--- src/rtl/uart_tx_ctrl_if.sv ---
// Parallel-side handshake and serial outputs of the UART TX controller.
interface uart_tx_ctrl_if #(parameter int size = 8);
  logic [size-1:0] ParallelData;
  logic            DataValid;
  logic            ParityEnable;
  logic            ParityBit;
  logic            TxOut;
  logic            Busy;

  modport master (output ParallelData, DataValid, ParityEnable, ParityBit,
                  input  TxOut, Busy);
  modport slave  (input  ParallelData, DataValid, ParityEnable, ParityBit,
                  output TxOut, Busy);
endinterface

--- src/rtl/uart_tx_ctrl.sv ---
// UART TX framer/serializer: start, data LSB first, optional parity, stop.
// One bit per CLK; TxOut and Busy come straight from flops.
module uart_tx_ctrl #(parameter int size = 8) (
  input logic           CLK,
  input logic           RST,
  uart_tx_ctrl_if.slave bus
);
  localparam int CW = $clog2(size) + 1;

  typedef enum logic [2:0] {IDLE, START, DATA, PARITY, STOP} state_t;

  state_t          state, state_nx;
  logic [size-1:0] shift, shift_nx;
  logic [CW-1:0]   cnt, cnt_nx;
  logic            par, par_nx;
  logic            pen, pen_nx;
  logic            tx_q, tx_nx;
  logic            busy_q, busy_nx;

  always_ff @(posedge CLK or posedge RST) begin
    if (RST) begin
      state  <= IDLE;
      shift  <= '0;
      cnt    <= '0;
      par    <= 1'b0;
      pen    <= 1'b0;
      tx_q   <= 1'b1;
      busy_q <= 1'b0;
    end else begin
      state  <= state_nx;
      shift  <= shift_nx;
      cnt    <= cnt_nx;
      par    <= par_nx;
      pen    <= pen_nx;
      tx_q   <= tx_nx;
      busy_q <= busy_nx;
    end
  end

  always_comb begin
    state_nx = state;
    shift_nx = shift;
    cnt_nx   = cnt;
    par_nx   = par;
    pen_nx   = pen;
    case (state)
      IDLE: if (bus.DataValid) begin
        shift_nx = bus.ParallelData;
        pen_nx   = bus.ParityEnable;
        state_nx = START;
      end
      // parity calculator output settles one cycle after the strobe
      START: begin
        par_nx   = bus.ParityBit;
        cnt_nx   = '0;
        state_nx = DATA;
      end
      DATA: begin
        shift_nx = shift >> 1;
        cnt_nx   = cnt + 1'b1;
        if (cnt == CW'(size - 1)) state_nx = pen ? PARITY : STOP;
      end
      PARITY:  state_nx = STOP;
      STOP:    state_nx = IDLE;
      default: state_nx = IDLE;
    endcase

    // outputs decoded from the next state so they can be registered
    tx_nx   = 1'b1;
    busy_nx = 1'b1;
    case (state_nx)
      IDLE:    busy_nx = 1'b0;
      START:   tx_nx   = 1'b0;
      DATA:    tx_nx   = shift_nx[0];
      PARITY:  tx_nx   = par_nx;
      default: tx_nx   = 1'b1;
    endcase
  end

  assign bus.TxOut = tx_q;
  assign bus.Busy  = busy_q;
endmodule

--- src/flat_wrapper.sv ---
// flat-port wrapper written by rule: the top's interface ports become plain ports
module uart_tx_ctrl_flat 
#(parameter int size = 8)
  (CLK, RST, bus_ParallelData, bus_DataValid, bus_ParityEnable, bus_ParityBit, bus_TxOut, bus_Busy);
  uart_tx_ctrl_if #(.size(size)) bus_i ();
  input logic CLK;
  input logic RST;
  input wire logic [$bits(bus_i.ParallelData)-1:0] bus_ParallelData;
  input wire logic [$bits(bus_i.DataValid)-1:0] bus_DataValid;
  input wire logic [$bits(bus_i.ParityEnable)-1:0] bus_ParityEnable;
  input wire logic [$bits(bus_i.ParityBit)-1:0] bus_ParityBit;
  output wire logic [$bits(bus_i.TxOut)-1:0] bus_TxOut;
  output wire logic [$bits(bus_i.Busy)-1:0] bus_Busy;
  assign bus_i.ParallelData = bus_ParallelData;
  assign bus_i.DataValid = bus_DataValid;
  assign bus_i.ParityEnable = bus_ParityEnable;
  assign bus_i.ParityBit = bus_ParityBit;
  assign bus_TxOut = bus_i.TxOut;
  assign bus_Busy = bus_i.Busy;
  uart_tx_ctrl #(.size(size)) u_core (.CLK(CLK), .RST(RST), .bus(bus_i));
endmodule
--- config.mk ---
export PLATFORM = sky130hd
export DESIGN_NAME = uart_tx_ctrl_flat
export DESIGN_NICKNAME = d
export VERILOG_FILES = /design/src/rtl/uart_tx_ctrl_if.sv /design/src/rtl/uart_tx_ctrl.sv /design/src/flat_wrapper.sv
export SDC_FILE = /design/constraint.sdc
export NUM_CORES = 1
export LEC_CHECK = 0
export BUFFER_PORTS_ARGS = -buffer_cell sky130_fd_sc_hd__buf_2
export CAP_MARGIN = 5
export CORE_AREA = 2 2 60 51
export DETAILED_ROUTE_END_ITERATION = 6
export DIE_AREA = 0 0 62 53
export PLACE_DENSITY = 0.59
export SLEW_MARGIN = 0
export SYNTH_ARGS = -nofsm -noshare
export SYNTH_HDL_FRONTEND = slang
export SYNTH_SLANG_ARGS = --single-unit
--- constraint.sdc ---
create_clock -name CLK -period 3.89 [get_ports CLK]
set_clock_uncertainty 0.05 [all_clocks]
set_input_delay 0.389 -clock CLK [delete_from_list [all_inputs] [get_ports CLK]]
set_output_delay 0.389 -clock CLK [all_outputs]
set_load 0.02 [all_outputs]
==> run_results.csv, run 1 <==
group,metric,value,unit
worst_setup_path,worstReg2RegStart,"u_core.state[1]",
synth,ys_warn_count,0,
worst_setup_path,rr_endpoint,"u_core.shift[7]",
timing,period_share,51.4,%
synth,netlist_area,838,µm²
timing,max_freq,0.500,GHz
final_layout,regArea,477,µm²
timing,rsz0062_at_grt,"false",
min_path,hold_class,"in -> async",
floorplanning,core,0.00266,mm²
global_routing,grt_first_pass_wirelength,2840,µm
placed_design,place_congestion,0.743,
floorplanning,ios,15,
floorplanning,dieArea,0.00329,mm²
floorplanning,start_util,31.5,%
clock_network,tritoncts,"yes",
synth,postSynthCellCount,77,
drt,routed_wl,1580,µm
drt,drtIter0Drc,42,
floorplanning,die_x,62,µm
worst_setup_path,rrSetupSlack,1.89,ns
final_layout,antenna_cells,0,
worst_setup_path,worstPathRequired,4.03,ns
worst_setup_path,crit_path_max_fanout,12,
power_and_ir_drop,switching_share,38.6,%
drt,vias_per_cell,4.76,
synth,synth_edf_count,0,
synth,syn_nets,91,
floorplanning,rows,17,
clock_network,clkSlewWorstSetupHoldPaths,0.11,ns
timing,finalMaxSlewViolations,0,
power_and_ir_drop,power.density,755,mW/mm²
placed_design,dp_hpwl,1170,µm
drt,routedWlPerCell,12.1,µm
synth,ys_seq_elements,19,
power_and_ir_drop,switching_power,0.281,mW
drt,drc_errors,0,
final_layout,final_common_cell,"dfrtp_1",
floorplanning,die_y,53,µm
global_routing,grt_overflow_total,0,
power_and_ir_drop,ir_drop,0.000295,V
placed_design,portBuffers,14,
worst_setup_path,cp_data_arrival_time,2.14,ns
synth,yosysSeqAreaShare,56.9,%
run_status,outcome,"finished clean",
timing,timing.setup.tns,0,ns
drt,vias,619,
global_routing,grt_pass1_vias,620,
timing,tightest_slew,0.986,ns
timing,hold_viol,0,
power_and_ir_drop,power_frac_comb,38.5,%
timing,finalCriticalPeriod,2.00,ns
drt,dr.pass1.iters,4,
worst_setup_path,cp-end-kind,"flop",
synth,synth_top_flop_cell,"dfrtp_1",
timing,slew_headroom,34.1,%
synth,yosysTopAreaCellShare,53.7,%
global_routing,gr-usage-all-layers,12.3,%
power_and_ir_drop,power.internal,0.448,mW
clock_network,cts-root-buf,"clkbuf_4",
clock_network,post_cts_buffers,0,
worst_setup_path,worst_setup_path_start_kind,"flop",
synth,synth_area_leader_cell,"dfrtp_1",
final_layout,layout.nets,107,
final_layout,fin_util,36.4,%
global_routing,grt_max_degree,20,
clock_network,clock-sinks,19,
clock_network,cts_made_buffers,3,
power_and_ir_drop,clkPwrFrac,13.7,%
clock_network,clkLatencyLatePin,0.29,ns
global_routing,antenna_found_initial,0,
drt,ant_nets,0,
worst_setup_path,path_class,"reg -> reg",
synth,yosysUniqueCellTypes,26,
clock_network,cts_hold_buffers,0,
clock_network,cts_resized,0,
final_layout,area_delta_synth_final,15.4,%
clock_network,cts_max_path_buffers,2,
final_layout,drive_gt1_share,22.8,%
synth,syn_area_per_cell,10.9,µm²
synth,async_flop_share,100,%
final_layout,final_cell_mix,"dfrtp_1 (18), nand2_1 (14), buf_2 (14)",
timing,hold_ws,0.135,ns
flow_run,maxCapViolCount,0,
final_layout,n_fill_cell,283,
final_layout,multi_input_area,335,µm²
worst_setup_path,ff2ff_path_depth,3,
synth,ys_top_cells_by_area,"dfrtp_1 (54%), nand2_1 (6.3%), a22oi_1 (5.4%)",
power_and_ir_drop,seq_power_share,47.7,%
timing,setup_viol_count_final,0,
power_and_ir_drop,p_leak,0.463,nW
clock_network,cts_max_level,1,
==> cell usage after synthesis (2+ instances only) <==
cell      n
nor3_1    2
nor3b_1   2
nand2_1  14
o21ai_1   6
buf_2     3
a22o_1    2
a22oi_1   6
dfrtp_1  18
nor2_1    5
inv_1     3
==> logic make-up after synthesis <==
group                      share of synthesized area [%]
and+or+nand+nor                                     20.6
DFF                                                 56.9
AOI/OAI and AO/OA                                   15.4
buffers and inverters                               3.13
muxes                                               2.54
adders and majority gates                           1.49
==> flip-flops by register name, indices dropped and copies added (netlist names) <==
register and count:
u_core.bus.TxOut 1, u_core.shift 8, u_core.cnt 4, u_core.pen 1, u_core.par 1, u_core.bus.Busy 1, u_core.state 3
==> worst max-delay path by stage <==
stage                               start                to  slack, ns  cells past startpoint
after global placement    u_core.state[1]   u_core.shift[7]       1.94                      3
after detailed placement  u_core.state[1]   u_core.shift[7]       1.87                      3
after floorplan           u_core.state[0]  u_core.bus.TxOut       2.37                      4
after CTS                 u_core.state[1]   u_core.shift[7]       1.86                      3
final                     u_core.state[1]   u_core.shift[7]       1.89                      3
after global routing      u_core.state[1]   u_core.shift[7]       1.66                      3
==> power groups by stage <==
stage / logic, mW / registers (mW) / clock network, mW
floorplan: 0.221 / 0.352 / 0
global placement: 0.277 / 0.349 / 0
detailed placement: 0.288 / 0.353 / 0
CTS: 0.288 / 0.349 / 0.108
global route: 0.329 / 0.363 / 0.115
finish: 0.281 / 0.348 / 0.100
==> per-stage QoR <==
| stage | setup WS, ns | instance area (µm²) | std cells | total power, mW |
|---|---|---|---|---|
| floorplan | 2.37 | 838 | 77 | 0.573 |
| global placement | 1.94 | 941 | 126 | 0.626 |
| detailed placement | 1.87 | 941 | 126 | 0.641 |
| CTS | 1.86 | 967 | 130 | 0.745 |
| global route | 1.66 | 967 | 130 | 0.806 |
| finish | 1.89 | 967 | 130 | 0.730 |
==> area by class of cell <==
| class | count | share of cell area, % |
|---|---|---|
| Timing Repair Buffer | 14 | 7.24 |
| Inverter | 3 | 1.16 |
| Tap cell | 38 | 4.92 |
| Multi-Input combinational cell | 52 | 34.7 |
| Sequential cell | 19 | 49.3 |
| Clock buffer | 4 | 2.72 |
==> per-layer routing <==
metal	GRT usage (%)	up-vias	part of all wire, %
li1	-	304	-
met1	15.3	297	46
met2	19.6	16	48
met3	4.40	2	4.8
met4	4.26	0	0.63
met5	0	-	0
==> worst max-delay path, stage by stage (launching register included) <==
cell,delay (ns)
dfrtp_1,0.43
nor4b_2,0.88
nor2_1,0.29
a22o_1,0.25
No activity file was read; power rests on OpenSTA's default activity.
==> inputs of run 2 (changes only) <==
==> constraint.sdc (replaced) <==
create_clock -name CLK -period 1.95 [get_ports CLK]
set_clock_uncertainty 0.05 [all_clocks]
set_input_delay 0.195 -clock CLK [delete_from_list [all_inputs] [get_ports CLK]]
set_output_delay 0.195 -clock CLK [all_outputs]
set_load 0.02 [all_outputs]
==> run 2 against run 1 <==
Clock-buffer cell count did not move. Hold slack worse by 0.065 ns. Non-clock buffer count is 3 higher. Sequential power rose by 100%. Sequential cell count unchanged. Clock power is 85% higher. Wire length down 7.6%. Highest routed layer unchanged. Setup slack worse by 1.6 ns. Combinational power is 110% higher. Final cell count grew 2.3%.
==> run_results.csv, run 2 (synthesis gave the netlist of run 1 again) <==
group,metric,value,unit
final_layout,largest_register,"u_core.shift",
final_layout,reg_top3,"u_core.shift (8), u_core.cnt (4), u_core.state (3)",
flow_run,maxCapViolCount,0,
power_and_ir_drop,ir_drop,0.000545,V
timing,max_freq,0.619,GHz
worst_setup_path,worst_setup_path_start_kind,"flop",
floorplanning,core,0.00266,mm²
placed_design,portBuffers,14,
final_layout,area_delta_synth_final,18.4,%
power_and_ir_drop,p_leak,0.477,nW
drt,vias,596,
global_routing,grt_overflow_total,0,
drt,routed_wl,1460,µm
worst_setup_path,worstPathRequired,2.07,ns
timing,rsz0062_at_grt,"false",
worst_setup_path,crit_path_cell_trace,"ha_1 -> and4bb_1 -> o21ba_1 -> inv_1 -> or3_1",
timing,setup_viol_count_final,0,
floorplanning,die_y,53,µm
global_routing,grt_pass1_vias,611,
global_routing,grt_first_pass_wirelength,2530,µm
final_layout,drive_gt1_share,24.2,%
floorplanning,rows,17,
timing,hold_ws,0.0695,ns
placed_design,dp_hpwl,1090,µm
placed_design,place_congestion,0.833,
clock_network,cts_resized,0,
global_routing,antenna_found_initial,0,
drt,dr.pass1.iters,4,
global_routing,gr-usage-all-layers,10.5,%
clock_network,clock-sinks,19,
worst_setup_path,crit_path_max_fanout,5,
final_layout,antenna_cells,0,
final_layout,regArea,477,µm²
final_layout,final_common_cell,"dfrtp_1",
floorplanning,dieArea,0.00329,mm²
drt,drtIter0Drc,7,
clock_network,clkLatencyLatePin,0.28,ns
clock_network,tritoncts,"yes",
run_status,outcome,"finished clean",
global_routing,grt_max_degree,20,
final_layout,multi_input_area,335,µm²
worst_setup_path,max_stage_delay,0.41,ns
drt,vias_per_cell,4.48,
floorplanning,ios,15,
timing,slew_headroom,53.9,%
final_layout,layout.nets,110,
final_layout,final_cell_mix,"dfrtp_1 (18), nand2_1 (14), buf_2 (14)",
drt,routedWlPerCell,10.9,µm
clock_network,cts-root-buf,"clkbuf_4",
min_path,hold_class,"in -> reg",
clock_network,cts_max_level,1,
timing,tightest_slew,0.690,ns
timing,finalCriticalPeriod,1.62,ns
worst_setup_path,path_class,"reg -> reg",
worst_setup_path,cp_slowest_cell,"dfrtp_1",
clock_network,cts_max_path_buffers,2,
clock_network,clkSlewWorstSetupHoldPaths,0.10,ns
final_layout,n_fill_cell,285,
worst_setup_path,cp_data_arrival_time,1.74,ns
power_and_ir_drop,power.density,1480,mW/mm²
floorplanning,die_x,62,µm
floorplanning,start_util,31.5,%
worst_setup_path,cp-end-kind,"flop",
drt,ant_nets,0,
timing,timing.setup.tns,0,ns
timing,hold_viol,0,
timing,period_share,82.9,%
timing,finalMaxSlewViolations,0,
clock_network,cts_made_buffers,3,
drt,drc_errors,0,
final_layout,largest_register_ffs,8,
[run 2: per-layer routing]
layer	vias to the layer above	share of wire [%]	track usage [%]	routed length, µm
met2	10	47	16.5	691
met5	-	0	0	0
met3	2	3.2	1.47	46
met1	275	49	13.7	708
met4	0	0.62	5.32	9
li1	309	-	-	-
[run 2: worst max-delay path: cells and delay by family (launching register included)]
family / cells / cell delay, ns
simple gates: 2 / 0.60
flops: 1 / 0.41
fa+ha+maj: 1 / 0.22
compound gates: 1 / 0.17
buf+inv: 1 / 0.06
[run 2: path summary, 6_finish.rpt]
path / from / end / slack, ns / cells past startpoint
worst max-delay path: u_core.cnt[0] / u_core.bus.Busy / 0.33 / 5
worst min-delay path: bus_ParallelData[3] / u_core.shift[3] / 0.07 / 3
worst max register to register: u_core.cnt[0] / u_core.bus.Busy / 0.33 / 5
worst min register to register: u_core.shift[2] / u_core.shift[2] / 0.44 / 2
max in group asynchronous: RST / u_core.pen / 0.92 / 3
min in group asynchronous: RST / u_core.shift[0] / 0.50 / 3
[run 2: area by class of cell]
type	instances	share of cell area [%]
tap	38	4.79
multi-input combinational	52	33.8
sequential	19	48.0
inverter	3	1.13
clock buffer	4	2.65
timing repair buffer	17	9.58
[run 2: power breakdown]
| part | switching, mW | total, mW | internal (mW) |
|---|---|---|---|
| combinational | 0.328 | 0.589 | 0.261 |
| sequential | 0.119 | 0.696 | 0.577 |
| clock | 0.105 | 0.185 | 0.0793 |
| total | 0.552 | 1.47 | 0.918 |
[run 2: repair_timing]
| item | 4_1_cts | 5_1_grt |
|---|---|---|
| hold buffers | 1 | 0 |
| hold endpoints to repair | 18 | 0 |
| setup buffers | 0 | 0 |
[run 2: metrics by stage]
step | setup slack [ns] | power [mW] | utilization, % | std cells | cell area [µm²]
floorplan | 0.426 | 1.14 | - | 77 | 838
global placement | 0.363 | 1.29 | 36.0 | 128 | 956
detailed placement | 0.349 | 1.30 | 36.0 | 128 | 956
CTS | 0.326 | 1.49 | 37.3 | 133 | 992
global route | 0.214 | 1.62 | 37.3 | 133 | 992
finish | 0.333 | 1.47 | 37.3 | 133 | 992
==> inputs of run 3 (changes only) <==
--- a/config.mk
+++ b/config.mk
@@ -5,12 +5,13 @@
 export SDC_FILE = /design/constraint.sdc
 export NUM_CORES = 1
 export LEC_CHECK = 0
+export ABC_AREA = 1
 export BUFFER_PORTS_ARGS = -buffer_cell sky130_fd_sc_hd__buf_2
 export CAP_MARGIN = 5
-export CORE_AREA = 2 2 60 51
+export CORE_AREA = 2 2 63 53
 export DETAILED_ROUTE_END_ITERATION = 6
-export DIE_AREA = 0 0 62 53
-export PLACE_DENSITY = 0.59
+export DIE_AREA = 0 0 65 55
+export PLACE_DENSITY = 0.61
 export SLEW_MARGIN = 0
 export SYNTH_ARGS = -nofsm -noshare
 export SYNTH_HDL_FRONTEND = slang
==> constraint.sdc (replaced) <==
create_clock -name CLK -period 1.4 [get_ports CLK]
set_clock_uncertainty 0.05 [all_clocks]
set_input_delay 0.14 -clock CLK [delete_from_list [all_inputs] [get_ports CLK]]
set_output_delay 0.14 -clock CLK [all_outputs]
set_load 0.02 [all_outputs]
==> run 3 against run 2 <==
Hold slack got worse by 0.0090 ns. Register-to-register slack got worse by 0.29 ns. Area after synthesis increased by 11%. Final cell count grew 29%. Final area grew 20%. Critical path type unchanged. Critical endpoint unchanged. Largest power group is now combinational logic.
==> run_results.csv, run 3 <==
group,metric,value,unit
run_status,outcome,"finished clean",
min_path,hold_class,"in -> reg",
synth,synth_edf_count,0,
drt,drtIter0Drc,50,
synth,yosysTopAreaCellShare,48.4,%
clock_network,cts_max_level,1,
drt,vias,770,
timing,rsz0062_at_grt,"true",
placed_design,dpl_worst_slack,-0.00969,ns
worst_setup_path,cp_slowest_cell,"dfrtp_1",
final_layout,reg_top3,"u_core.shift (8), u_core.cnt (4), u_core.state (3)",
worst_setup_path,crit_path_cell_trace,"ha_2 -> nand2_2 -> nor2_4 -> nand2_2 -> nand2_2 -> nand3_2 -> or2_1",
timing,finalCriticalPeriod,1.36,ns
placed_design,placed_area,0.00108,mm²
placed_design,place_congestion,0.847,
timing,max_freq,0.735,GHz
timing,period_share,97.1,%
drt,dr.pass1.iters,4,
clock_network,tritoncts,"yes",
timing,timing.setup.tns,0,ns
floorplanning,ios,15,
worst_setup_path,rrSetupSlack,0.04,ns
synth,synth_most_common_cell,"nand2_1",
worst_setup_path,crit_family,"simple AND/OR/NAND/NOR gates",
drt,drc_errors,0,
global_routing,grt_overflow_total,0,
synth,yosysSeqAreaShare,51.2,%
final_layout,layout.nets,146,
placed_design,portBuffers,14,
worst_setup_path,worst_setup_path_start_kind,"flop",
synth,syn_nets,118,
clock_network,cts_made_buffers,3,
final_layout,largest_register_ffs,8,
worst_setup_path,cp_common_cell,"nand2_2",
drt,vias_per_cell,4.50,
power_and_ir_drop,p_total,2.59,mW
final_layout,drive_gt1_share,36.6,%
drt,routedWlPerCell,11.3,µm
timing,hold_ws,0.0605,ns
floorplanning,die_y,55,µm
clock_network,clkSlewWorstSetupHoldPaths,0.07,ns
worst_setup_path,crit_path_max_fanout,3,
synth,async_flop_share,100,%
final_layout,final_cells,171,
final_layout,final_common_cell,"nand2_1",
floorplanning,dieArea,0.00358,mm²
synth,postSynthCellCount,104,
worst_setup_path,path_class,"reg -> reg",
floorplanning,die_x,65,µm
power_and_ir_drop,ir_drop,0.000787,V
worst_setup_path,path_buf_inv,0,
worst_setup_path,cp-end-kind,"flop",
final_layout,final_cell_mix,"nand2_1 (25), dfrtp_1 (18), buf_2 (14)",
flow_run,maxCapViolCount,0,
synth,synth_top_flop_cell,"dfrtp_1",
global_routing,antenna_found_initial,0,
power_and_ir_drop,p_leak,0.585,nW
clock_network,cts_max_path_buffers,2,
timing,slew_headroom,80.3,%
timing,finalMaxSlewViolations,0,
placed_design,dp_hpwl,1370,µm
synth,yosysUniqueCellTypes,24,
global_routing,grt_pass1_vias,761,
worst_setup_path,max_stage_delay,0.37,ns
final_layout,final_area,0.00119,mm²
global_routing,grt_first_pass_wirelength,3260,µm
worst_setup_path,worstPathRequired,1.49,ns
synth,synth_area_leader_cell,"dfrtp_1",
synth,synth_common_cells,"nand2_1 (28), dfrtp_1 (18), nand3_1 (10)",
drt,ant_nets,0,
synth,ys_seq_elements,19,
global_routing,gr-usage-all-layers,12.2,%
synth,netlist_area,931,µm²
synth,syn_area_per_cell,8.95,µm²
timing,hold_viol,0,
synth,ys_warn_count,0,
timing,setup_viol_count_final,0,
floorplanning,start_util,31.6,%
worst_setup_path,cp_data_arrival_time,1.45,ns
final_layout,largest_register,"u_core.shift",
floorplanning,rows,18,
final_layout,area_delta_synth_final,27.7,%
placed_design,dp_cells,161,
final_layout,fin_util,40.3,%
power_and_ir_drop,power.density,2180,mW/mm²
synth,ys_top_cells_by_area,"dfrtp_1 (48%), nand2_1 (11%), nand3_1 (5.4%)",
global_routing,grt_max_degree,20,
clock_network,clkLatencyLatePin,0.25,ns
floorplanning,core,0.00295,mm²
clock_network,clock-sinks,19,
drt,routed_wl,1940,µm
timing,setup_ws,0.0401,ns
clock_network,cts-root-buf,"clkbuf_8",
timing,tightest_slew,0.295,ns
final_layout,antenna_cells,0,
==> run 3: worst reg2reg max path: cells and delay by family (launching register included) <==
kind                       cells  cell delay [ns]
and+or+nand+nor                6             0.63
DFF                            1             0.37
adders and majority gates      1             0.19
==> run 3: layout make-up <==
| type | count | area (µm²) |
|---|---|---|
| clock buffer | 4 | 45.0 |
| fill | 283 | 1760 |
| inverter | 13 | 48.8 |
| multi-input combinational | 71 | 420 |
| sequential | 19 | 477 |
| tap | 40 | 50.0 |
| timing repair buffer | 24 | 148 |
==> run 3: final timing paths <==
kind,end,depth (start not counted),startpoint
hold reg to reg,u_core.shift[4],2,u_core.shift[4]
setup / recovery,u_core.bus.Busy,7,u_core.cnt[0]
setup reg to reg,u_core.bus.Busy,7,u_core.cnt[0]
hold / removal,u_core.pen,2,bus_ParityEnable
max in group asynchronous,u_core.bus.TxOut,4,RST
min in group asynchronous,u_core.par,4,RST
==> run 3: power breakdown <==
group	total (mW)	switching, mW	internal (mW)
sequential	0.943	0.143	0.800
combinational	1.27	0.753	0.518
clock	0.371	0.170	0.202
total	2.59	1.07	1.52
==> run 3: metal layers <==
metal | GRT usage [%] | share of wire, %
met1 | 15.3 | 46
met2 | 20.8 | 46
met3 | 3.85 | 6.5
met4 | 3.19 | 0.67
met5 | 0 | 0
==> run 3: cells by family after synthesis <==
| kind of cell | synth area share, % |
|---|---|
| adder cells (fa/ha/maj) | 1.34 |
| flip-flops | 51.2 |
| XOR/XNOR | 0.941 |
| AO/OA/AOI/OAI | 10.9 |
| AND/OR/NAND/NOR | 29.8 |
| buffers and inverters | 5.78 |
==> run 3: repair_timing <==
item / in CTS / in global routing
endpoints found under the setup margin: 1 / 2
hold endpoints to repair: 18 / 0
buffers inserted: 3 / 2
gates resized for setup: 1 / 5
pin swaps: 1 / 4
hold buffers: 1 / 0
